--- config.mk ---
export PLATFORM = sky130hd
export DESIGN_NAME = bk_add_stream
export DESIGN_NICKNAME = d
export VERILOG_FILES = /design/src/rtl/bk_add_stream.sv
export SDC_FILE = /design/constraint.sdc
export NUM_CORES = 1
export LEC_CHECK = 0
export BUFFER_PORTS_ARGS = -buffer_cell sky130_fd_sc_hd__buf_2
export CAP_MARGIN = 20
export CORE_ASPECT_RATIO = 1.75
export CORE_UTILIZATION = 50
export CTS_BUF_LIST = sky130_fd_sc_hd__clkbuf_8
export DETAILED_ROUTE_END_ITERATION = 10
export PLACE_DENSITY_LB_ADDON = 0.1
export REMOVE_ABC_BUFFERS = 1
export SLEW_MARGIN = 10
export SYNTH_ARGS = -nofsm -noshare
export SYNTH_HDL_FRONTEND = slang
export SYNTH_SLANG_ARGS = --single-unit
--- constraint.sdc ---
create_clock -name clk -period 2.15 [get_ports clk]
set_clock_uncertainty 0.1 [all_clocks]
set_input_delay 0.43 -clock clk [delete_from_list [all_inputs] [get_ports clk]]
set_output_delay 0.43 -clock clk [all_outputs]
set_load 0.1 [all_outputs]
--- src/rtl/bk_add_stream.sv ---
// ---------------------------------------------------------------------------
// bk_add_stream
//
// Streaming wrapper around an external combinational WIDTH-bit Brent-Kung
// adder. It buffers operand pairs in a small FIFO, feeds the adder from the
// FIFO head, registers the adder result and returns it downstream. It also
// counts delivered results that carried out, saturating at the counter width.
//
// Ports:
//   clk         rising-edge clock
//   rst_n       asynchronous active-low reset
//   in_valid    operand pair valid
//   in_ready    FIFO can accept a pair (registered state only)
//   in_a        operand A
//   in_b        operand B
//   flush       synchronous clear of the FIFO and the output register
//   add_inputs  interleaved operand bus to the adder (bit 2i = A[i], 2i+1 = B[i])
//   add_outs    adder result; bit WIDTH is the carry-out
//   out_valid   result valid
//   out_ready   downstream accepts the result
//   out_sum     registered sum
//   carry_cnt   saturating count of delivered results with carry-out set
// ---------------------------------------------------------------------------
module bk_add_stream #(
    parameter int WIDTH = 12,
    parameter int DEPTH = 4,
    parameter int CNT_W = 16
) (
    input  logic                 clk,
    input  logic                 rst_n,
    input  logic                 in_valid,
    output logic                 in_ready,
    input  logic [WIDTH-1:0]     in_a,
    input  logic [WIDTH-1:0]     in_b,
    input  logic                 flush,
    output logic [2*WIDTH-1:0]   add_inputs,
    input  logic [WIDTH:0]       add_outs,
    output logic                 out_valid,
    input  logic                 out_ready,
    output logic [WIDTH:0]       out_sum,
    output logic [CNT_W-1:0]     carry_cnt
);

    localparam int PTR_W = $clog2(DEPTH);
    localparam logic [PTR_W:0]   FULL_COUNT = (PTR_W + 1)'(DEPTH);
    localparam logic [PTR_W-1:0] PTR_ONE    = PTR_W'(1);
    localparam logic [PTR_W:0]   COUNT_ONE  = (PTR_W + 1)'(1);
    localparam logic [CNT_W-1:0] CNT_ONE    = CNT_W'(1);

    logic [WIDTH-1:0]   memA_q [DEPTH];
    logic [WIDTH-1:0]   memB_q [DEPTH];

    logic [PTR_W-1:0]   wrPtr_q, wrPtr_d;
    logic [PTR_W-1:0]   rdPtr_q, rdPtr_d;
    logic [PTR_W:0]     count_q, count_d;
    logic               outValid_q, outValid_d;
    logic [WIDTH:0]     outSum_q, outSum_d;
    logic [CNT_W-1:0]   carryCnt_q, carryCnt_d;

    logic               fifoNotEmpty;
    logic               pushEn;
    logic               advanceEn;
    logic               carryInc;
    logic [WIDTH-1:0]   headA;
    logic [WIDTH-1:0]   headB;
    logic [2*WIDTH-1:0] addInputs;

    // in_ready looks only at the registered count, so a pop in a full cycle
    // frees the slot for the following cycle and out_ready never reaches it.
    assign fifoNotEmpty = (count_q != '0);
    assign in_ready     = (count_q < FULL_COUNT);

    // flush overrides both the upstream handshake and the advance into the
    // output register.
    assign pushEn    = in_valid && in_ready && !flush;
    assign advanceEn = fifoNotEmpty && (!outValid_q || out_ready) && !flush;

    assign headA = memA_q[rdPtr_q];
    assign headB = memB_q[rdPtr_q];

    // Interleave the head pair onto the adder bus; an empty FIFO drives zeros
    // so the adder never sees stale storage.
    always_comb begin
        addInputs = '0;
        if (fifoNotEmpty) begin
            for (int i = 0; i < WIDTH; i++) begin
                addInputs[2*i]   = headA[i];
                addInputs[2*i+1] = headB[i];
            end
        end
    end

    assign add_inputs = addInputs;

    // Operand storage carries no reset; validity is tracked by count_q.
    always_ff @(posedge clk) begin
        if (pushEn) begin
            memA_q[wrPtr_q] <= in_a;
            memB_q[wrPtr_q] <= in_b;
        end
    end

    // Pointer and occupancy next-state. Pointers wrap naturally at DEPTH.
    always_comb begin
        wrPtr_d = wrPtr_q;
        rdPtr_d = rdPtr_q;
        count_d = count_q;
        if (flush) begin
            wrPtr_d = '0;
            rdPtr_d = '0;
            count_d = '0;
        end else begin
            if (pushEn) begin
                wrPtr_d = wrPtr_q + PTR_ONE;
            end
            if (advanceEn) begin
                rdPtr_d = rdPtr_q + PTR_ONE;
            end
            case ({pushEn, advanceEn})
                2'b10:   count_d = count_q + COUNT_ONE;
                2'b01:   count_d = count_q - COUNT_ONE;
                default: count_d = count_q;
            endcase
        end
    end

    // Output register: load on advance, drop valid on a plain drain, and keep
    // the last sum otherwise so it stays stable under backpressure.
    always_comb begin
        outValid_d = outValid_q;
        outSum_d   = outSum_q;
        if (flush) begin
            outValid_d = 1'b0;
            outSum_d   = '0;
        end else if (advanceEn) begin
            outValid_d = 1'b1;
            outSum_d   = add_outs;
        end else if (outValid_q && out_ready) begin
            outValid_d = 1'b0;
        end
    end

    // Count delivered results with carry-out, holding at all-ones.
    assign carryInc   = outValid_q && out_ready && outSum_q[WIDTH] && (carryCnt_q != '1);
    assign carryCnt_d = carryInc ? (carryCnt_q + CNT_ONE) : carryCnt_q;

    always_ff @(posedge clk or negedge rst_n) begin
        if (!rst_n) begin
            wrPtr_q    <= '0;
            rdPtr_q    <= '0;
            count_q    <= '0;
            outValid_q <= 1'b0;
            outSum_q   <= '0;
            carryCnt_q <= '0;
        end else begin
            wrPtr_q    <= wrPtr_d;
            rdPtr_q    <= rdPtr_d;
            count_q    <= count_d;
            outValid_q <= outValid_d;
            outSum_q   <= outSum_d;
            carryCnt_q <= carryCnt_d;
        end
    end

    assign out_valid = outValid_q;
    assign out_sum   = outSum_q;
    assign carry_cnt = carryCnt_q;

endmodule

Word level (Yosys, flattened, before mapping)
Memories as Yosys holds them, arrays and structs flattened.
Index checks and enable logic that the tools add are counted.
Storage, ports and cells
  input bits: 42
  bits in writable memories: 96
  bits in registers: 37
  memories: 2
  output and inout port bits: 55
Memories
  memA_q: words 4, width 12, read ports 1, clocked after Yosys merged registers in 0, write ports 1, line 50  | logic [WIDTH-1:0] memA_q [DEPTH];
  memB_q: words 4, width 12, read ports 1, clocked after Yosys merged registers in 0, write ports 1, line 51  | logic [WIDTH-1:0] memB_q [DEPTH];
Cells by class
  equality and inequality tests: 3
  add/sub/neg operators: 5
  $lt $le $gt $ge: 1
  reduce and logical (&&, ||, !) cells: 15
  muxes and demuxes: 14
Operators with widths (number)
  two-way mux 13 bit: 2
  two-way mux 24 bit: 1
  adder 16 x 1 -> 16 bit, second input constant: 1
  != test 16 bit, second input constant: 1
  nonzero test 3 bit: 3
  two-way mux 2 bit: 4
  logical AND 1 bit: 7
  one-hot mux 3 bit (2 select lines): 1
  two-way mux 1 bit: 5
  adder 2 x 1 -> 2 bit, second input constant: 2
  nonzero test 2 bit: 2
  adder 3 x 1 -> 3 bit, second input constant: 1
  < comparator 3 bit, second input constant: 1
  two-way mux 3 bit: 1
  subtractor 3 x 1 -> 3 bit, second input constant: 1
  equality test 2 x 1 -> 1 bit, second input constant: 1
  equality test 2 bit, second input constant: 1
  logical NOT 1 bit: 2
  logical OR 1 bit: 1

Logic depth before layout (Yosys ltp)
  depth after elaboration: 7
  gate-level depth with buffers: 9

Worst setup path before layout
OpenSTA, ideal clock, no wires.
  kind: reg2out
  start point: reg rdPtr_q[0]
  end point: out add_inputs[10]
  setup slack: -747 ps
  cell stages (with the launch flop): 5
  arrival time: 2367 ps
  path buffers: 2
  cell sequence: dfrtp_1 -> buf_2 -> buf_6 -> mux4_2 -> nor2b_1
Between the ends
  cells in the longest elaborated chain, start to end: 2
Ends and longest elaborated chain
  start: declaration: line 54  | logic [PTR_W-1:0] rdPtr_q, rdPtr_d;
  start signal: assignment: line 157  | rdPtr_q <= rdPtr_d;
  memory read (4 x 12 bit)
  two-way mux 24 bit: line 85  | if (fifoNotEmpty) begin
  end: declaration: line 36  | output logic [2*WIDTH-1:0] add_inputs,
Every way passes these cells.

Worst setup path after layout
  start point: reg rdPtr_q[0]
  end point: out add_inputs[18]
Same word-level chain as after synthesis.

==> results.rst <==
.. list-table::
   :header-rows: 1

   * - Metric
     - Value
   * - Global-route wire length before repair
     - ~16,000 µm
   * - Type of the worst setup path
     - flop to output port
   * - First-pass iteration count of the detailed router
     - 4
   * - Total of flip-flops plus latches after synthesis
     - between 100 and 150
   * - Post-synth top area cell
     - edfxtp_1
   * - Clock tree root buffer cell
     - clkbuf_8
   * - Wire length reported by the detailed router
     - roughly 10000 µm
   * - Number of nets in the finished design
     - between 400 and 500
   * - Number of buffers inserted by port buffering
     - 96
   * - HPWL after detailed placement
     - approximately 6500 µm
   * - Sequential share of the synthesized area
     - 0.696
   * - Setup slack of the critical path after layout
     - -0.272 ns
   * - Max Clk Rate
     - 413 MHz
   * - Total number of clock tree sinks
     - ~130
   * - CORE AREA
     - about 0.011 mm²
   * - Clock transition at the registers of the reported paths
     - approximately 0.070 ns
   * - Final count of negative-setup-slack endpoints
     - 24
   * - Kind of start point of the critical path
     - flop
   * - Share of total power consumed by net switching
     - 0.445
   * - Async S/R FF share, synth
     - 0.278
   * - Final weighted congestion in routability-driven placement
     - between 0.7 and 0.8
   * - Run status
     - complete, but fails checks
   * - Number of filler instances in the final layout
     - 788
   * - H-Tree Level Count
     - 4
   * - Top cells by area, synth
     - edfxtp_1 53%, dfrtp_1 17%, mux4_2 9.9%, nor2b_1 2.5%, xnor2_1 2.4%
   * - Pwr per Cell Area
     - 1600 mW/mm²
   * - Total via count after detailed routing
     - approximately 3,100
   * - CP max stage delay
     - 0.53 ns
   * - Clock buffer depth
     - 2
   * - Endpoints failing hold
     - 0
   * - TritonCTS clock tree
     - done
   * - P&R area growth vs syn
     - 28.9%
   * - Fraction of layout instances using a drive strength above 1
     - 0.400
   * - Clock insertion delay at the later pin of the skew report
     - ~0.43 ns
   * - Cell with the most instances on the worst path
     - buf_12
   * - Final design utilization
     - 0.660
   * - Maximum fanout along the worst path
     - 13
   * - Final-report max-slew violation count
     - 0
   * - DR vias/cell
     - 5.30
   * - Gate count after technology mapping
     - 330
   * - Antenna Nets Post-Route
     - 0
   * - Yosys top cell area share
     - 0.527
   * - Initial antenna violation count
     - 0
   * - Cell area after synthesis
     - between 0.005 and 0.006 mm²
   * - TritonCTS Buffers
     - 17
   * - Number of distinct library cells after synthesis
     - 40
   * - Max transition margin
     - 0.444
   * - Violations in the final reports
     - negative setup slack
   * - Part of the total power dissipated in the clock network
     - 0.199
   * - Minimum period implied by the final worst setup slack
     - between 2 and 2.5 ns
   * - Largest net degree at the start of global routing
     - 38
   * - Final antenna diode count
     - 0
   * - Sw Pwr
     - 5.03 mW
   * - Overall die area
     - 0.0114 mm²
   * - Combinational share of power
     - 0.517
   * - Signal arrival time at the worst endpoint
     - about 1.9 ns
   * - Number of global-route vias before repair
     - between 3,000 and 4,000
   * - Predominant post-synthesis flop cell
     - edfxtp_1
   * - Die height
     - 140 µm
   * - Most frequent cells after synthesis
     - 96 x edfxtp_1, 37 x dfrtp_1, 32 x nand2_1
   * - Reg2reg setup slack
     - 0.20 ns
   * - Actual slew at the worst max-slew pin
     - about 0.83 ns
   * - Crit-path cells
     - buf_12 -> mux4_2 -> nor2b_1 -> buf_12
   * - Sequential Power Share
     - 0.284
   * - Overflow left after global routing
     - 0
   * - Total global-route track usage
     - 0.198
   * - Dominant cell by count in the synthesized netlist
     - edfxtp_1
   * - Crit path required time
     - 1.62 ns
   * - Residual DRC
     - 0
   * - Non-filler cells, final
     - 590
   * - Setup repair after global routing missed its margin
     - true
   * - Placed Cells incl. Taps
     - ~560
   * - Pint
     - ~6.3 mW
   * - Number of primary I/O pins
     - between 90 and 100
   * - Final period utilization
     - 1.13
   * - Die width
     - a little over 80 µm
   * - Number of enable flip-flop cells after synthesis
     - 96
   * - Critical-path top delay cell
     - mux4_2
   * - Sort of element at the end of the critical path
     - output port
   * - Worst voltage drop across the vdd grid
     - ~1.2 mV
   * - Post-DR wirelength/cell
     - about 17 µm
   * - Row cnt
     - 50
   * - Maxcap violations
     - 0
   * - Starting density of the core
     - 0.512
   * - Avg Synthesized Cell Area
     - around 17 µm²
   * - Initial DRC Count
     - ~110
   * - Leakage power
     - 2.76 nW
   * - Path type of the worst min-delay path
     - primary input to flop
   * - Number of warning messages in the yosys log
     - 0
==> power groups by stage <==
stage               sequential [mW]  combinational [mW]  clock, mW
detailed placement             3.26                5.73          0
finish                         3.21                5.85       2.25
global route                   3.24                6.10       2.38
floorplan                      4.17                3.06          0
CTS                            3.21                5.84       2.29
global placement               3.25                5.68          0
==> what timing repair did <==
action / 4_1_cts / 5_1_grt
hold endpoints to repair: 11 / 0
hold buffers: 1 / 0
pin swaps: 0 / 0
cloned: 0 / 0
setup endpoints to repair: 24 / 24
gates resized for setup: 12 / 8
setup buffers: 1 / 0
==> final cells by class <==
cell class | count | area (µm²) | share of cell area
timing repair buffer | 114 | 1040 | 0.147
sequential | 133 | 3810 | 0.540
tap | 130 | 163 | 0.0231
multi-input combinational | 178 | 1590 | 0.226
inverter | 3 | 11.3 | 0.00160
clock buffer | 19 | 262 | 0.0371
clock inverter | 13 | 179 | 0.0254
==> critical path, delay by kind of cell (launching register included) <==
| family | cells | cell delay, ns |
|---|---|---|
| flops | 1 | 0.41 |
| simple gates | 1 | 0.18 |
| buf+inv | 2 | 0.34 |
| mux | 1 | 0.53 |
==> final timing paths <==
path                          startpoint  cells after the start             end
max                           rdPtr_q[0]                      4  add_inputs[18]
min                              in_b[4]                      1    memB_q[1][4]
max reg2reg                   count_q[2]                      7      count_q[2]
min reg2reg                carry_cnt[14]                      1   carry_cnt[14]
max in group asynchronous          rst_n                      2      rdPtr_q[0]
min in group asynchronous          rst_n                      2      out_sum[5]
==> layer usage <==
| layer | vias up | track usage | routed length, µm |
|---|---|---|---|
| met5 | - | 0 | 0 |
| met4 | 0 | 0.0827 | 165 |
| met3 | 18 | 0.0560 | 444 |
| met2 | 84 | 0.358 | 5610 |
| met1 | 1564 | 0.206 | 3620 |
| li1 | 1462 | - | - |
==> flip-flops by register name, indices dropped and copies added (netlist names) <==
name / cells
wrPtr_q: 2
memA_q: 48
rdPtr_q: 2
out_sum: 13
count_q: 3
carry_cnt: 16
memB_q: 48
out_valid: 1
==> kinds of logic after synthesis <==
kind of cell / synth area share
flops: 0.696
simple gates: 0.110
mux: 0.106
compound gates: 0.0222
buf+inv: 0.0190
xor+xnor: 0.0322
fa+ha+maj: 0.0151
==> metrics by stage <==
stage                     setup TNS (ns)  power (mW)  setup WS (ns)  hold slack, ns  area (µm²)
after detailed placement               0        9.00          0.101           0.385        6530
after global routing               -7.53        11.7         -0.345          0.0912        7060
after floorplan                   -40.19        7.23          -1.28          0.0344        5380
after CTS                          -6.80        11.3         -0.313          0.0840        7030
final                              -5.69        11.3         -0.272           0.115        7060
after global placement                 0        8.93          0.125           0.378        6530
==> placed cells by master (no fill, tap or decap), types with 15 or more instances in the layout <==
master,instances
edfxtp_1,96
buf_2,72
dfrtp_1,36
nand2_1,32
buf_12,27
mux4_2,24
clkbuf_8,19
nor2b_1,18
a21oi_1,18
xnor2_1,15
Power figures use the tool's default switching activity.
